### config.mk
export PLATFORM = sky130hd
export DESIGN_NAME = ex_stage_sequencer
export DESIGN_NICKNAME = d
export VERILOG_FILES = /design/src/rtl/ex_stage_sequencer.sv
export SDC_FILE = /design/constraint.sdc
export NUM_CORES = 1
export LEC_CHECK = 0
export CORE_MARGIN = 2
export CORE_UTILIZATION = 48
export CTS_BUF_LIST = sky130_fd_sc_hd__clkbuf_8
export DETAILED_ROUTE_END_ITERATION = 8
export PLACE_DENSITY = 0.95
export SYNTH_ARGS = -nofsm -noshare
export SYNTH_HDL_FRONTEND = slang
export SYNTH_SLANG_ARGS = --single-unit
### constraint.sdc
create_clock -name clk -period 3.4 [get_ports clk]
set_input_delay 0.68 -clock clk [delete_from_list [all_inputs] [get_ports clk]]
set_output_delay 0.68 -clock clk [all_outputs]
set_load 0.01 [all_outputs]
### src/rtl/ex_stage_sequencer.sv
// Execute-stage pipeline sequencer: turns EX redirects into a registered PC load
// with a timed IF/ID + ID/EX flush window, and holds the front end during multi-cycle MD ops.
module ex_stage_sequencer #(
  parameter int MD_CYCLES   = 32,
  parameter int FLUSH_SLOTS = 2
) (
  input  logic        clk,
  input  logic        reset,
  input  logic        exValid,
  input  logic        branchF,
  input  logic        branchTaken,
  input  logic        jumpF,
  input  logic        jumpRF,
  input  logic [31:0] toPC,
  input  logic        mdReqF,
  input  logic        memStallF,
  output logic        pcWriteF,
  output logic        pcLoadF,
  output logic [31:0] newPC,
  output logic        flushIFID,
  output logic        flushIDEX,
  output logic        stallIFID,
  output logic        stallIDEX,
  output logic        mdStartF,
  output logic        mdBusyF,
  output logic        mdDoneF,
  output logic [1:0]  state
);

  // state | meaning
  // RUN   | normal flow; accepts stalls, MD starts and redirects
  // MD    | multiply/divide occupies EX; front end held
  // FLUSH | redirect flush window; PC loaded on its first cycle

  localparam int CMAX = (MD_CYCLES > FLUSH_SLOTS) ? MD_CYCLES : FLUSH_SLOTS;
  localparam int CW   = $clog2(CMAX + 1);
  localparam logic [CW-1:0] MD_LAST = CW'(MD_CYCLES - 1);
  localparam logic [CW-1:0] FL_LAST = CW'(FLUSH_SLOTS - 1);

  typedef enum logic [1:0] {
    S_RUN   = 2'd0,
    S_MD    = 2'd1,
    S_FLUSH = 2'd2
  } state_e;

  state_e        state_q, state_d;
  logic [CW-1:0] cnt_q, cnt_d;
  logic [31:0]   new_pc_q, new_pc_d;
  logic          md_ack_q, md_ack_d;
  logic          redirect;

  assign redirect = exValid & (jumpRF | jumpF | (branchF & branchTaken));

  always_comb begin
    state_d   = state_q;
    cnt_d     = cnt_q;
    new_pc_d  = new_pc_q;
    md_ack_d  = md_ack_q;
    pcWriteF  = 1'b0;
    pcLoadF   = 1'b0;
    flushIFID = 1'b0;
    flushIDEX = 1'b0;
    stallIFID = 1'b0;
    stallIDEX = 1'b0;
    mdStartF  = 1'b0;
    mdBusyF   = 1'b0;
    mdDoneF   = 1'b0;

    case (state_q)
      S_RUN: begin
        if (memStallF) begin
          stallIFID = 1'b1;
          stallIDEX = 1'b1;
        end else begin
          // ack only survives the single RUN cycle after an MD op completes
          md_ack_d = 1'b0;
          if (exValid && mdReqF && !md_ack_q) begin
            mdStartF  = 1'b1;
            stallIFID = 1'b1;
            stallIDEX = 1'b1;
            cnt_d     = MD_LAST;
            state_d   = S_MD;
          end else if (redirect) begin
            new_pc_d  = toPC;
            flushIFID = 1'b1;
            flushIDEX = 1'b1;
            cnt_d     = FL_LAST;
            state_d   = S_FLUSH;
          end else begin
            pcWriteF = 1'b1;
          end
        end
      end

      S_MD: begin
        mdBusyF   = 1'b1;
        stallIFID = 1'b1;
        stallIDEX = 1'b1;
        if (cnt_q == '0) begin
          mdDoneF  = 1'b1;
          md_ack_d = 1'b1;
          state_d  = S_RUN;
        end else begin
          cnt_d = cnt_q - CW'(1);
        end
      end

      S_FLUSH: begin
        flushIFID = 1'b1;
        flushIDEX = 1'b1;
        pcLoadF   = (cnt_q == FL_LAST);
        if (cnt_q == '0) begin
          state_d = S_RUN;
        end else begin
          cnt_d = cnt_q - CW'(1);
        end
      end

      default: begin
        state_d = S_RUN;
        cnt_d   = '0;
      end
    endcase
  end

  always_ff @(posedge clk or posedge reset) begin
    if (reset) begin
      state_q  <= S_RUN;
      cnt_q    <= '0;
      new_pc_q <= '0;
      md_ack_q <= 1'b0;
    end else begin
      state_q  <= state_d;
      cnt_q    <= cnt_d;
      new_pc_q <= new_pc_d;
      md_ack_q <= md_ack_d;
    end
  end

  assign newPC = new_pc_q;
  assign state = state_q;

endmodule

==> results of run 1 <==
cells in the final DEF (no fill, tap or decap), types with 2 or more instances in the layout:
cell type                         instances
sky130_fd_sc_hd__ha_1                     7
sky130_fd_sc_hd__nor2_1                   6
sky130_fd_sc_hd__mux2_4                  30
sky130_fd_sc_hd__nand2b_1                 4
sky130_fd_sc_hd__dfrtp_1                 41
sky130_fd_sc_hd__o31ai_1                  3
sky130_fd_sc_hd__clkdlybuf4s50_1         83
sky130_fd_sc_hd__nand4b_1                 2
sky130_fd_sc_hd__o21ai_0                  5
sky130_fd_sc_hd__and3_2                   3
sky130_fd_sc_hd__mux2_2                   7
sky130_fd_sc_hd__buf_4                    4
sky130_fd_sc_hd__a21oi_1                  6
sky130_fd_sc_hd__clkbuf_8                 5
sky130_fd_sc_hd__nand2_1                  3
sky130_fd_sc_hd__a31oi_1                  3
sky130_fd_sc_hd__inv_1                    7
worst reg2reg max path: stages (launching register included):
cell	delay (ns)
sky130_fd_sc_hd__dfrtp_1	0.43
sky130_fd_sc_hd__inv_1	0.11
sky130_fd_sc_hd__ha_1	0.29
sky130_fd_sc_hd__nand2b_1	0.14
sky130_fd_sc_hd__nor2_1	0.10
sky130_fd_sc_hd__and3_2	0.19
sky130_fd_sc_hd__buf_4	0.47
sky130_fd_sc_hd__mux2_2	0.41
kinds of logic after synthesis:
group	after synthesis	synth area share (%)
flops	41	49.34
mux	37	25.45
compound gates	26	9.508
simple gates	25	7.642
buf+inv	13	3.850
fa+ha+maj	7	4.212
state kept, by name, indices dropped and copies added (netlist names):
name	cells
state	2
md_ack_q	1
newPC	32
cnt_q	6
through the flow:
stage	hold slack [ns]	total power, mW	util, %
after floorplan	0.5284	1.777	-
after global placement	0.4892	2.405	72.20
after detailed placement	0.4916	2.461	72.20
after CTS	0.5141	2.851	74.74
after global routing	0.5292	3.011	74.74
final	0.5121	2.821	74.74
cell type report:
type | count | area (um^2)
clock inverters | 2 | 35.03
well taps | 50 | 62.56
repair buffers | 87 | 860.8
flip-flops and latches | 41 | 1026
multi-input cells | 95 | 974.7
clock buffers | 5 | 68.82
fillers | 268 | 1032
inverters | 7 | 26.28
final timing paths:
path	startpoint	to	slack (ns)	cells past startpoint
min in group asynchronous	reset	newPC[31]	0.81	3
hold / removal	newPC[5]	newPC[5]	0.51	1
setup reg to reg	state[0]	newPC[30]	1.14	7
hold reg to reg	newPC[5]	newPC[5]	0.51	1
setup / recovery	branchF	flushIFID	0.30	5
max in group asynchronous	reset	newPC[9]	2.23	3
power groups by stage:
stage / logic [mW] / registers [mW] / clock network [mW]
after detailed placement: 1.57 / 0.894 / 0
after global placement: 1.53 / 0.874 / 0
final: 1.56 / 0.885 / 0.375
after floorplan: 0.806 / 0.970 / 0
after CTS: 1.57 / 0.888 / 0.388
after global routing: 1.68 / 0.922 / 0.407
routing by layer:
| layer | GRT usage, % | part of all wire, % |
|---|---|---|
| met3 | 5.959 | 5.0 |
| met2 | 34.39 | 50 |
| met4 | 5.128 | 0.96 |
| met1 | 25.35 | 44 |
| met5 | 0 | 0 |
==> summary.txt, run 1 <==
Run status
  • Status: finished, final reports clean

Setup path
  • Critical path cell sequence: clkdlybuf4s50_1, a211o_1, and3_2, or2_2, clkdlybuf4s50_1
  • Crit path launch type: primary input
  • Arrival time reported for the critical path endpoint: 2.42 ns
  • Type of element capturing the critical path: output pin
  • Cell type with the highest occurrence count on the critical path: sky130_fd_sc_hd__clkdlybuf4s50_1
  • Peak per-stage delay on the critical path: 0.50 ns
  • Delay-heaviest family, CP: buffers and inverters
  • Buffering stage count on the worst path with inverters included: 2
  • Crit-path max FO: 3
  • Critical-path cell with the highest stage delay: sky130_fd_sc_hd__clkdlybuf4s50_1
  • Required time of the critical path: about 2.7 ns
  • Start-to-end type of the worst setup path: in -> out

Finish
  • Final standard cell count with taps included and fillers excluded: 287
  • Fraction of layout cells with a size suffix above 1: 24.47%
  • Final non-filler cell area: 3054 um^2
  • Diodes inserted: 0
  • Post-layout net count: 285
  • Area growth, synth to finish: 46.87%

Clocking
  • Number of buffers inserted by post-CTS setup repair: 0
  • Clock tree from TritonCTS: built
  • Clock Latency Late Sink: 0.29 ns
  • Clock H-tree levels: 2
  • Clock root buffer: sky130_fd_sc_hd__clkbuf_8
  • Total clock sinks: 41
  • Number of buffers inserted for hold repair after clock tree synthesis: 0
  • CTS max path bufs: 2
  • Number of buffers inserted during clock tree synthesis: 5
  • Clock edge transition at the registers on the reported setup and hold paths: 0.08 ns
  • Gates resized, CTS repair: 0

Synth
  • Distinct cells, synth: 34
  • Sequential element share of the synthesized area: between 40% and 50%
  • Most frequently used cell type in the post-synthesis netlist: sky130_fd_sc_hd__dfrtp_1
  • Fraction of post-synthesis cell area in the top cell type by area: 49.34%
  • Total standard cell area after synthesis: slightly above 2000 um^2
  • Syn. warnings: 0
  • Async SR Flop Fraction: between 90% and 100%
  • Main area contributors after synthesis: sky130_fd_sc_hd__dfrtp_1 (49%), sky130_fd_sc_hd__mux2_4 (22%), sky130_fd_sc_hd__ha_1 (4.2%)
  • Number of enable flip-flop cells after synthesis: 0
  • Synth Instances: 149
  • Mean Syn Cell Area: 13.96 um^2
  • Number of synthesized register bits: 41
  • Commonest cells post-synth: sky130_fd_sc_hd__dfrtp_1 (41), sky130_fd_sc_hd__mux2_4 (30), sky130_fd_sc_hd__ha_1 (7), sky130_fd_sc_hd__inv_1 (7), sky130_fd_sc_hd__mux2_2 (7)
  • Post-synthesis cell type with the largest combined area: sky130_fd_sc_hd__dfrtp_1
  • Total nets after synthesis: 197
  • Most instantiated flip-flop cell in the synthesis netlist: sky130_fd_sc_hd__dfrtp_1

Route
  • Vias per inst: 5.185
  • Via count: 1488
  • Post-detailed-routing wire length: 4600 um
  • Post-detailed-route wirelength per cell: between 15 and 20 um
  • Remaining routing DRC violations: 0
  • Drt initial violations: 53
  • First-pass DRT Iterations: 4
  • Post-DRT Antenna Nets: 0

Floorplan
  • Starting density of the core: 50.89%
  • DIE HEIGHT: between 60 and 70 um
  • Top-level I/O count: 84
  • Area of the core: 4086 um^2
  • Die Footprint: between 4000 and 5000 um^2
  • Row count: 23
  • Die width: roughly 70 um

STA
  • Worst slew margin relative to its limit: 62.30%
  • Count of final setup violators: 0
  • RSZ-0062 raised after global routing: false
  • Setup WS post-layout: 0.2968 ns
  • Number of pins with negative max-slew slack in the final report: 0
  • Count of endpoints failing hold in the final timing report: 0
  • Final sum of negative setup slack: 0 ns
  • Clock Skew: 0.004065 ns
  • Final period demand of the worst path: 3.103 ns
  • Post-route fraction of the period consumed by the critical path: 91.27%
  • Slew at the pin closest to its max-slew limit: 0.5654 ns
  • Top achievable clock speed: 0.3222 GHz

Pwr
  • Fraction of power spent switching nets: about a third
  • Peak VDD IR: 0.0004044 V
  • Share of power burned in the clock network: between 10% and 20%
  • Switching component of the power: 0.9302 mW
  • Comb pwr share: a little under three fifths
  • Share of power burned in registers: 31.4%
  • Cell internal power dissipation: around 1.9 mW
  • Power density over cell area: 923.7 nW/um^2
  • Total leakage power: ~1.3 nW

GRT
  • Overall track demand over capacity in global routing: 20.28%
  • Pin count of the biggest net entering global routing: between 40 and 50
  • Wire length of the first global-routing pass: 7783 um
  • Vias in the first global route: 1545
  • Initial antenna violation count: 0
  • Grt total ovfl: 0

Placement
  • Count of port buffers added during placement: 83
  • Post-placement cell count: 280
  • Placed wire-length estimate: around 3500 um
  • Cell area after placement: between 2000 and 3000 um^2
  • Pre-CTS worst setup slack: 0.2980 ns
  • Final weighted congestion of routability-driven global placement: between 0.8 and 0.9

Run
  • Number of violations of the max-capacitance limit: 0

Worst hold path
  • Class of the most critical hold timing path: reg -> reg
(Power assumes the default switching activity.)
==> run 2, diff against run 1 <==
- CORE_UTILIZATION: 48 -> 40
- PLACE_DENSITY: 0.95 -> 0.88
- SKIP_CTS_REPAIR_TIMING: default -> 1
- clock period: 3.4 -> 2.7 ns (I/O delays scaled with it)
==> summary.txt, run 2 (synthesis results as in run 1) <==
Run status
  • Status: finished, final reports clean

Finish
  • Area used by multi-input combinational logic: 974.7 um^2
  • Max reg flops: 32
  • Final standard cell count with taps included and fillers excluded: 313
  • Leading cell type in the layout, fill and taps excluded: sky130_fd_sc_hd__clkdlybuf4s50_1
  • Fill cell instance count of the final layout: 412
  • Area of all sequential standard cells: 1026 um^2
  • Top library cells by usage in the layout, fill and taps aside: sky130_fd_sc_hd__clkdlybuf4s50_1 (78), sky130_fd_sc_hd__dfrtp_1 (41), sky130_fd_sc_hd__mux2_4 (30)
  • Fraction of layout cells with a size suffix above 1: 25.93%
  • Post-layout net count: just under 300
  • Diodes inserted: 0
  • Area growth, synth to finish: 50.84%

Pwr
  • Share of power burned in the clock network: 13.5%
  • Share of power burned in registers: 31.1%
  • Power density over cell area: 1144 nW/um^2
  • Total leakage power: 1.428 nW
  • Comb pwr share: 55.4%
  • Peak VDD IR: 0.0005068 V
  • Cell internal power dissipation: 2.408 mW
  • Fraction of power spent switching nets: between 30% and 40%
  • Switching component of the power: 1.180 mW

Placement
  • Pre-CTS worst setup slack: -0.1177 ns
  • Post-placement cell count: 305
  • Final weighted congestion of routability-driven global placement: 0.8161
  • Count of port buffers added during placement: between 80 and 90
  • Placed wire-length estimate: 3486 um

Worst hold path
  • Class of the most critical hold timing path: reg -> reg

Setup path
  • Start-to-end type of the worst setup path: in -> out
  • Peak per-stage delay on the critical path: 0.57 ns
  • Type of element capturing the critical path: output pin
  • Crit path launch type: primary input
  • Critical path cell sequence: clkdlybuf4s50_1, nand4b_1, nor2_1, clkdlybuf4s50_1
  • Cell type with the highest occurrence count on the critical path: sky130_fd_sc_hd__clkdlybuf4s50_1
  • Delay-heaviest family, CP: buffers and inverters
  • Crit-path max FO: 6
  • Required time of the critical path: 2.16 ns
  • Critical-path cell with the highest stage delay: sky130_fd_sc_hd__clkdlybuf4s50_1
  • Arrival time reported for the critical path endpoint: 1.98 ns
  • Buffering stage count on the worst path with inverters included: 2

Floorplan
  • Row count: 26
  • Die width: about 76 um
  • DIE HEIGHT: 76.10 um
  • Area of the core: 5075 um^2
  • Die Footprint: between 5000 and 6000 um^2
  • Top-level I/O count: 84
  • Starting density of the core: 40.98%

STA
  • RSZ-0062 raised after global routing: false
  • Clock Skew: 0.005966 ns
  • Number of pins with negative max-slew slack in the final report: 0
  • Count of endpoints failing hold in the final timing report: 0
  • Final period demand of the worst path: 2.516 ns
  • Worst Hold Slack: 0.5107 ns
  • Post-route fraction of the period consumed by the critical path: 93.17%
  • Count of final setup violators: 0
  • Setup WS post-layout: 0.1843 ns
  • Top achievable clock speed: 0.3975 GHz
  • Worst slew margin relative to its limit: 61.90%
  • Slew at the pin closest to its max-slew limit: 0.5716 ns

GRT
  • Overall track demand over capacity in global routing: 17.07%
  • Vias in the first global route: 1555
  • Pin count of the biggest net entering global routing: 42
  • Initial antenna violation count: 0
  • Grt total ovfl: 0
  • Wire length of the first global-routing pass: 7769 um

Clocking
  • Clock edge transition at the registers on the reported setup and hold paths: 0.07 ns
  • Clock tree from TritonCTS: built
  • CTS max path bufs: 2
  • Number of buffers inserted during clock tree synthesis: 5
  • Total clock sinks: 41
  • Clock H-tree levels: 2
  • Clock root buffer: sky130_fd_sc_hd__clkbuf_8
  • Clock Latency Late Sink: 0.29 ns

Route
  • Post-detailed-route wirelength per cell: between 15 and 20 um
  • Post-DRT Antenna Nets: 0
  • Drt initial violations: between 40 and 50
  • First-pass DRT Iterations: 2
  • Post-detailed-routing wire length: ~4700 um
  • Remaining routing DRC violations: 0
  • Via count: 1508
  • Vias per inst: just under 5

Run
  • Number of violations of the max-capacitance limit: 0
## run 2: cell types whose count changed in the layout (fill, tap and decap cells not counted)
cell | before | now
sky130_fd_sc_hd__dlymetal6s2s_1 | 0 | 5
sky130_fd_sc_hd__clkinv_2 | 1 | 0
sky130_fd_sc_hd__buf_4 | 4 | 9
sky130_fd_sc_hd__inv_1 | 7 | 8
sky130_fd_sc_hd__clkinv_4 | 0 | 1
sky130_fd_sc_hd__clkdlybuf4s50_1 | 83 | 78
## run 2: worst paths after layout
path                              to  slack, ns  cells past startpoint       from
setup / recovery            mdStartF       0.18                      4    exValid
hold / removal             newPC[30]       0.51                      1  newPC[30]
setup reg to reg           newPC[29]       0.65                      7   state[0]
hold reg to reg            newPC[30]       0.51                      1  newPC[30]
max in group asynchronous  newPC[25]       1.67                      3      reset
min in group asynchronous  newPC[22]       0.68                      3      reset
## run 2: stage by stage
stage	util (%)	cell area, um^2	TNS (ns)	power, mW
6_report	61.81	3137	0	3.588
5_1_grt	61.81	3137	0	3.821
4_1_cts	61.56	3124	-0.2652	3.632
3_5_place_dp	59.37	3013	-0.2291	3.129
3_3_place_gp	59.37	3013	-0.1961	3.076
2_1_floorplan	-	2079	0	2.238
## run 2: area by class of cell
type / instances / area share, %
clock buffers: 5 / 2.194
repair buffers: 92 / 29.04
clock inverters: 3 / 1.356
flip-flops and latches: 41 / 32.71
well taps: 70 / 2.792
inverters: 7 / 0.8377
multi-input cells: 95 / 31.07
## run 2: power groups by stage
stage | sequential [mW] | combinational, mW | clock, mW
3_3_place_gp | 1.11 | 1.97 | 0
2_1_floorplan | 1.22 | 1.02 | 0
6_report | 1.12 | 1.99 | 0.484
5_1_grt | 1.17 | 2.13 | 0.527
4_1_cts | 1.12 | 2.01 | 0.500
3_5_place_dp | 1.12 | 2.00 | 0
## run 2: layer usage
layer | up-vias | share of wire (%) | track usage, %
li1 | 716 | - | -
met1 | 742 | 45 | 21.21
met2 | 47 | 50 | 29.38
met3 | 3 | 4.3 | 4.502
met4 | 0 | 0.57 | 4.909
met5 | - | 0 | 0
